### src/rtl/weight_tile_bank.sv
// weight_tile_bank: multi-buffer (ping-pong) weight store between the weight
// loader and the MAC array. One buffer fills while another drains; each
// buffer tracks its own length and full flag.

// Per-lane read output register: holds one weight element of the read beat.
module weight_tile_lane #(
  parameter int DATA_WIDTH = 8
) (
  input  logic                  clk,
  input  logic                  reset_n,
  input  logic                  load,
  input  logic [DATA_WIDTH-1:0] d,
  output logic [DATA_WIDTH-1:0] q
);

  // Capture the lane element when the read side loads a new beat.
  always_ff @(posedge clk or negedge reset_n) begin
    if (!reset_n) q <= '0;
    else if (load) q <= d;
  end

endmodule

module weight_tile_bank #(
  parameter int TILE_WIDTH   = 256,
  parameter int DATA_WIDTH   = 8,
  parameter int MAX_TILES    = 4,
  parameter int BUFFER_COUNT = 2,
  localparam int LANES = TILE_WIDTH / DATA_WIDTH,
  localparam int BW    = (BUFFER_COUNT > 1) ? $clog2(BUFFER_COUNT) : 1,
  localparam int LW    = $clog2(MAX_TILES + 1)
) (
  input  logic                        clk,
  input  logic                        reset_n,
  input  logic                        wr_start,
  input  logic [BW-1:0]               wr_buf,
  input  logic [LW-1:0]               wr_len,
  input  logic                        wr_valid,
  output logic                        wr_ready,
  input  logic [TILE_WIDTH-1:0]       wr_data,
  output logic                        wr_done,
  input  logic                        rd_start,
  input  logic [BW-1:0]               rd_buf,
  input  logic                        rd_keep,
  output logic                        rd_valid,
  input  logic                        rd_ready,
  output logic [LANES*DATA_WIDTH-1:0] rd_data,
  output logic                        rd_last,
  output logic                        rd_done,
  output logic [BUFFER_COUNT-1:0]     buf_full,
  output logic                        cmd_err
);

  localparam int DEPTH = BUFFER_COUNT * MAX_TILES;
  localparam int AW    = (DEPTH > 1) ? $clog2(DEPTH) : 1;

  typedef enum logic {IDLE, ACTIVE} state_t;

  // Latched command: target buffer and its tile count.
  typedef struct packed {
    logic [BW-1:0] bsel;
    logic [LW-1:0] len;
  } cmd_t;

  state_t                  wr_state, rd_state;
  cmd_t                    wr_cmd, rd_cmd;
  logic                    rd_keep_q;
  logic [LW-1:0]           wr_idx, rd_idx;
  logic [LW-1:0]           buf_len [BUFFER_COUNT];
  logic [TILE_WIDTH-1:0]   mem [DEPTH];

  // Flat tile address: buffers are laid out back to back, MAX_TILES each.
  function automatic logic [AW-1:0] tile_addr(input logic [BW-1:0] b, input logic [LW-1:0] i);
    return AW'(32'(b) * MAX_TILES + 32'(i));
  endfunction

  // Command qualification. A read wins a same-cycle collision on one buffer.
  logic wr_buf_ok, wr_len_ok, rd_buf_ok;
  logic rd_accept, rd_reject, wr_accept, wr_reject;
  logic wr_fire, wr_last, rd_load, lane_load;

  assign wr_buf_ok = 32'(wr_buf) < BUFFER_COUNT;
  assign rd_buf_ok = 32'(rd_buf) < BUFFER_COUNT;
  assign wr_len_ok = (wr_len != '0) && (32'(wr_len) <= MAX_TILES);

  assign rd_accept = (rd_state == IDLE) && rd_start && rd_buf_ok && buf_full[rd_buf] &&
                     !((wr_state == ACTIVE) && (wr_cmd.bsel == rd_buf));
  assign rd_reject = (rd_state == IDLE) && rd_start && !rd_accept;

  assign wr_accept = (wr_state == IDLE) && wr_start && wr_buf_ok && wr_len_ok && !buf_full[wr_buf] &&
                     !((rd_state == ACTIVE) && (rd_cmd.bsel == wr_buf)) &&
                     !(rd_accept && (rd_buf == wr_buf));
  assign wr_reject = (wr_state == IDLE) && wr_start && !wr_accept;

  // Ready is pure state so there is no combinational path from wr_valid.
  assign wr_ready = (wr_state == ACTIVE);
  assign wr_fire  = wr_ready && wr_valid;
  assign wr_last  = (wr_idx == wr_cmd.len - 1'b1);

  // Output register refills whenever it is empty or being consumed.
  assign rd_load   = (rd_state == ACTIVE) && (rd_idx < rd_cmd.len) && (!rd_valid || rd_ready);
  // First beat loads on the accepting edge so it is valid one cycle after rd_start.
  assign lane_load = rd_accept || rd_load;

  logic [AW-1:0]                      rd_addr;
  logic [LANES-1:0][DATA_WIDTH-1:0]   tile_lanes;
  logic [LANES-1:0][DATA_WIDTH-1:0]   out_lanes;

  assign rd_addr    = rd_accept ? tile_addr(rd_buf, '0) : tile_addr(rd_cmd.bsel, rd_idx);
  assign tile_lanes = mem[rd_addr];
  assign rd_data    = out_lanes;

  for (genvar g = 0; g < LANES; g++) begin : g_lane
    weight_tile_lane #(.DATA_WIDTH(DATA_WIDTH)) u_lane (
      .clk     (clk),
      .reset_n (reset_n),
      .load    (lane_load),
      .d       (tile_lanes[g]),
      .q       (out_lanes[g])
    );
  end

  // Tile storage: written one beat per accepted write handshake, never reset.
  always_ff @(posedge clk) begin
    if (wr_fire) mem[tile_addr(wr_cmd.bsel, wr_idx)] <= wr_data;
  end

  // Write FSM, read FSM, per-buffer flags/lengths and status pulses.
  always_ff @(posedge clk or negedge reset_n) begin
    if (!reset_n) begin
      wr_state  <= IDLE;
      rd_state  <= IDLE;
      wr_cmd    <= '0;
      rd_cmd    <= '0;
      rd_keep_q <= 1'b0;
      wr_idx    <= '0;
      rd_idx    <= '0;
      rd_valid  <= 1'b0;
      rd_last   <= 1'b0;
      wr_done   <= 1'b0;
      rd_done   <= 1'b0;
      cmd_err   <= 1'b0;
      buf_full  <= '0;
      for (int i = 0; i < BUFFER_COUNT; i++) buf_len[i] <= '0;
    end else begin
      wr_done <= 1'b0;
      rd_done <= 1'b0;
      // Both sides rejecting in one cycle still gives a single pulse.
      cmd_err <= wr_reject || rd_reject;

      case (wr_state)
        IDLE: begin
          if (wr_accept) begin
            wr_cmd   <= '{bsel: wr_buf, len: wr_len};
            wr_idx   <= '0;
            wr_state <= ACTIVE;
          end
        end
        ACTIVE: begin
          if (wr_valid) begin
            if (wr_last) begin
              wr_done                <= 1'b1;
              buf_full[wr_cmd.bsel]  <= 1'b1;
              buf_len[wr_cmd.bsel]   <= wr_cmd.len;
              wr_idx                 <= '0;
              wr_state               <= IDLE;
            end else begin
              wr_idx <= wr_idx + 1'b1;
            end
          end
        end
        default: wr_state <= IDLE;
      endcase

      case (rd_state)
        IDLE: begin
          if (rd_accept) begin
            rd_cmd    <= '{bsel: rd_buf, len: buf_len[rd_buf]};
            rd_keep_q <= rd_keep;
            rd_valid  <= 1'b1;
            rd_last   <= (buf_len[rd_buf] == LW'(1));
            rd_idx    <= LW'(1);
            rd_state  <= ACTIVE;
          end
        end
        ACTIVE: begin
          if (rd_load) begin
            rd_valid <= 1'b1;
            rd_last  <= (rd_idx == rd_cmd.len - 1'b1);
            rd_idx   <= rd_idx + 1'b1;
          end else if (rd_valid && rd_ready) begin
            // Only the final beat is consumed without a refill.
            rd_valid <= 1'b0;
            rd_last  <= 1'b0;
            if (rd_last) begin
              rd_done  <= 1'b1;
              if (!rd_keep_q) buf_full[rd_cmd.bsel] <= 1'b0;
              rd_idx   <= '0;
              rd_state <= IDLE;
            end
          end
        end
        default: rd_state <= IDLE;
      endcase
    end
  end

endmodule

### config.mk
export PLATFORM = sky130hd
export DESIGN_NAME = weight_tile_bank
export DESIGN_NICKNAME = d
export VERILOG_FILES = /design/src/rtl/weight_tile_bank.sv
export SDC_FILE = /design/constraint.sdc
export NUM_CORES = 2
export LEC_CHECK = 0
export ABC_CLOCK_PERIOD_IN_PS = 32900
export CAP_MARGIN = 20
export CORE_ASPECT_RATIO = 1.75
export CORE_MARGIN = 2
export CORE_UTILIZATION = 49
export DETAILED_ROUTE_END_ITERATION = 16
export GPL_ROUTABILITY_DRIVEN = 0
export PLACE_DENSITY = 0.76
export SKIP_LAST_GASP = 1
export SYNTH_ARGS = -nofsm -noshare
export SYNTH_HDL_FRONTEND = slang
export SYNTH_SLANG_ARGS = --single-unit
### constraint.sdc
create_clock -name clk -period 32.9 [get_ports clk]
set_input_delay 8.225 -clock clk [delete_from_list [all_inputs] [get_ports clk]]
set_output_delay 8.225 -clock clk [all_outputs]
set_load 0.02 [all_outputs]
==> metrics.yaml <==
layout:
  regArea_sq_um: 68700
  fin_nets: 5593
  multi_input_area_sq_um: 20800
  fillers: 13600
  drive_gt1_share_pct: 18.7
  final_cell_mix: "edfxtp_1 (2048), clkdlybuf4s50_1 (529), nand2_1 (417), mux4_2 (416), dfrtp_1 (286)"
  syn_to_final_growth_pct: 16.0
  layout_commonest_cell: "edfxtp_1"
  fin_area_sq_um: 105000
logic_synthesis:
  ys_seq_elements: 2334
  synthFlopType: "edfxtp_1"
  syn_nets: 5090
  async_flop_share_pct: 12.3
  syn_inst: 4815
  yosys.cell_types.count: 52
  synth_top_cell_area_share_pct: 67.8
  yosys-top-cells-area: "edfxtp_1 (68%), mux4_2 (10%), dfrtp_1 (7.9%), mux2_2 (2.7%), nand2_1 (1.7%)"
  synth_edf_count: 2048
  yosysWarnings: 0
  synth.avg_cell_area_sq_um: 18.8
  synth_top_cell_by_area: "edfxtp_1"
  ys_seq_area_share_pct: 75.7
  syn_area_sq_um: 90700
grt:
  grt_overflow: 0
  antenna_found_initial: 47
  grtUsageTotal_pct: 23.5
  grt_pass1_wl_um: 331000
  grt_max_degree: 156
  first_global_vias: 51300
timing:
  drv_slew: 0
  relSlewSlack_pct: 22.7
  hold_viol: 0
  timing.final.crit_share_pct: 36.2
  setup-tns-final_ps: 0
  worst_pin_slew_ps: 1160
  finClkSkew_ps: 53.7
  fmax_mhz: 84.0
  setup-violations-final: 0
  rsz0062_at_grt: "no"
  min_period_ps: 11900
run_status:
  status: "finished clean"
place:
  io_buffers: 531
  dpl_cell_area_sq_um: 98600
  hpwl_um: 119000
pwr:
  leakagePower_nw: 34.9
  irDropWorstVdd_mv: 0.152
  powerDensity_nw_per_um2: 96.5
  power_mw: 10.2
cts:
  clockBufferDepth: 4
  h-tree-depth: 4
  cts_buffers: 206
  insertion_delay_ps: 850
  post_cts_buffers: 0
  cts_hold_buf: 0
  cts_resized: 0
  clock_sinks: 2334
  path_clk_slew_ps: 70
  cts_tree: "done"
  clock-root-buffer: "clkbuf_16"
critical_path:
  worstSetupStartpoint: "wr_valid"
  crit_path_end_kind: "flop"
  critPathKind: "in2reg"
  cp.required_ps: 33350
  arrival_ps: 12350
  startpoint_type: "primary input"
  crit_fanout: 51
  timing.rr.start: "wr_idx[2]$_DFFE_PN0P_"
route:
  drc: 0
  wl_per_cell_um: 28.2
  viasPerCell: 6.19
  routed_wl_um: 224000
  dr.first_iter.drc_count: 4527
  ant_nets: 0
  num_vias: 49000
  dr.pass1.iters: 6
floorplan:
  start_util_pct: 49.4
  boundaryPins: 532
  core_area_sq_um: 184000
  die_h_um: 573
  rows: 208
  die_area_sq_um: 189000
  die_w_um: 329
min_path:
  hold_start: "rd_cmd[1]$_DFFE_PN0P_"
  hp-class: "reg2reg"
run:
  maxCapViolCount: 0
==> cell families after synthesis <==
logic type,synth area share [%]
compound gates,5.62
xor+xnor,0.149
fa+ha+maj,0.0966
buf+inv,1.56
flops,75.7
mux,14.7
simple gates,2.17
==> per-stage QoR <==
stage / std cells / hold slack, ps / setup slack, ps / utilization (%)
floorplan: 4815 / 450 / -1040 / -
global placement: 7524 / 466 / 20120 / 53.7
detailed placement: 7524 / 485 / 20110 / 53.7
CTS: 7901 / 500 / 21000 / 57.2
global route: 7911 / 514 / 20830 / 57.2
finish: 7923 / 501 / 21000 / 57.3
==> where the power goes <==
| part | leakage [nW] | switching, mW | internal, mW |
|---|---|---|---|
| sequential | 21.8 | 0.243 | 3.78 |
| combinational | 9.92 | 2.19 | 1.58 |
| clock | 3.18 | 1.05 | 1.30 |
==> worst max-delay path, stage by stage <==
cell             delay [ps]
clkdlybuf4s50_1         500
nand3_1                 240
nor2_4                  160
buf_4                   720
buf_4                   840
buf_4                   840
buf_4                   650
==> per-layer routing <==
layer  part of all wire, %  vias to the layer above  global-route usage, %
met1                    39                    25900                   30.7
li1                      -                    20500                      -
met2                    50                     2137                   39.2
met5                  0.18                        -                      0
met4                   2.5                       60                   7.03
met3                   9.0                      436                   5.63
==> flip-flops by register name, indices dropped and copies added, names as in the netlist <==
name / cells
rd_keep_q: 1
buf_len: 6
wr_cmd: 4
buf_full: 2
cmd_err: 1
rd_valid: 1
rd_done: 1
mem: 2048
rd_idx: 3
rd_last: 1
wr_ready: 1
rd_cmd: 4
wr_done: 1
wr_idx: 3
g_lane.u_lane.q: 256
rd_state: 1
==> worst paths after layout <==
path	endpoint	slack [ps]	cells after the start
max	mem[3][173]$_DFFE_PP_	21000	7
min	rd_cmd[1]$_DFFE_PN0P_	500	2
max reg2reg	mem[3][173]$_DFFE_PP_	27860	7
min reg2reg	rd_cmd[1]$_DFFE_PN0P_	500	2
max in group asynchronous	g_lane[2].u_lane.q[1]$_DFFE_PN0P_	23440	3
min in group asynchronous	g_lane[20].u_lane.q[3]$_DFFE_PN0P_	7310	1
==> cells in the mapped netlist (5+ instances only) <==
cell type and count:
clkbuf_1 164, mux2_2 218, a21oi_1 218, a22o_1 49, buf_2 123, mux2i_1 149
mux4_2 416, xnor2_1 8, dfrtp_1 286, edfxtp_1 2048, nor2_1 58, nand3_1 5
nand2_1 418, inv_1 11, nor3_1 5, o22ai_1 208, o21ai_0 214, buf_1 14
a221o_1 48, buf_4 9, ha_1 7, a31oi_1 96
==> cell type report <==
cell class	instances	area share (%)
diodes	21	0.0500
multi-input cells	2157	19.7
clock inverters	81	0.760
flip-flops and latches	2334	65.3
well taps	2415	2.87
inverters	12	0.0500
clock buffers	296	5.45
repair buffers	607	5.81
No activity file was read; power rests on OpenSTA's default activity.
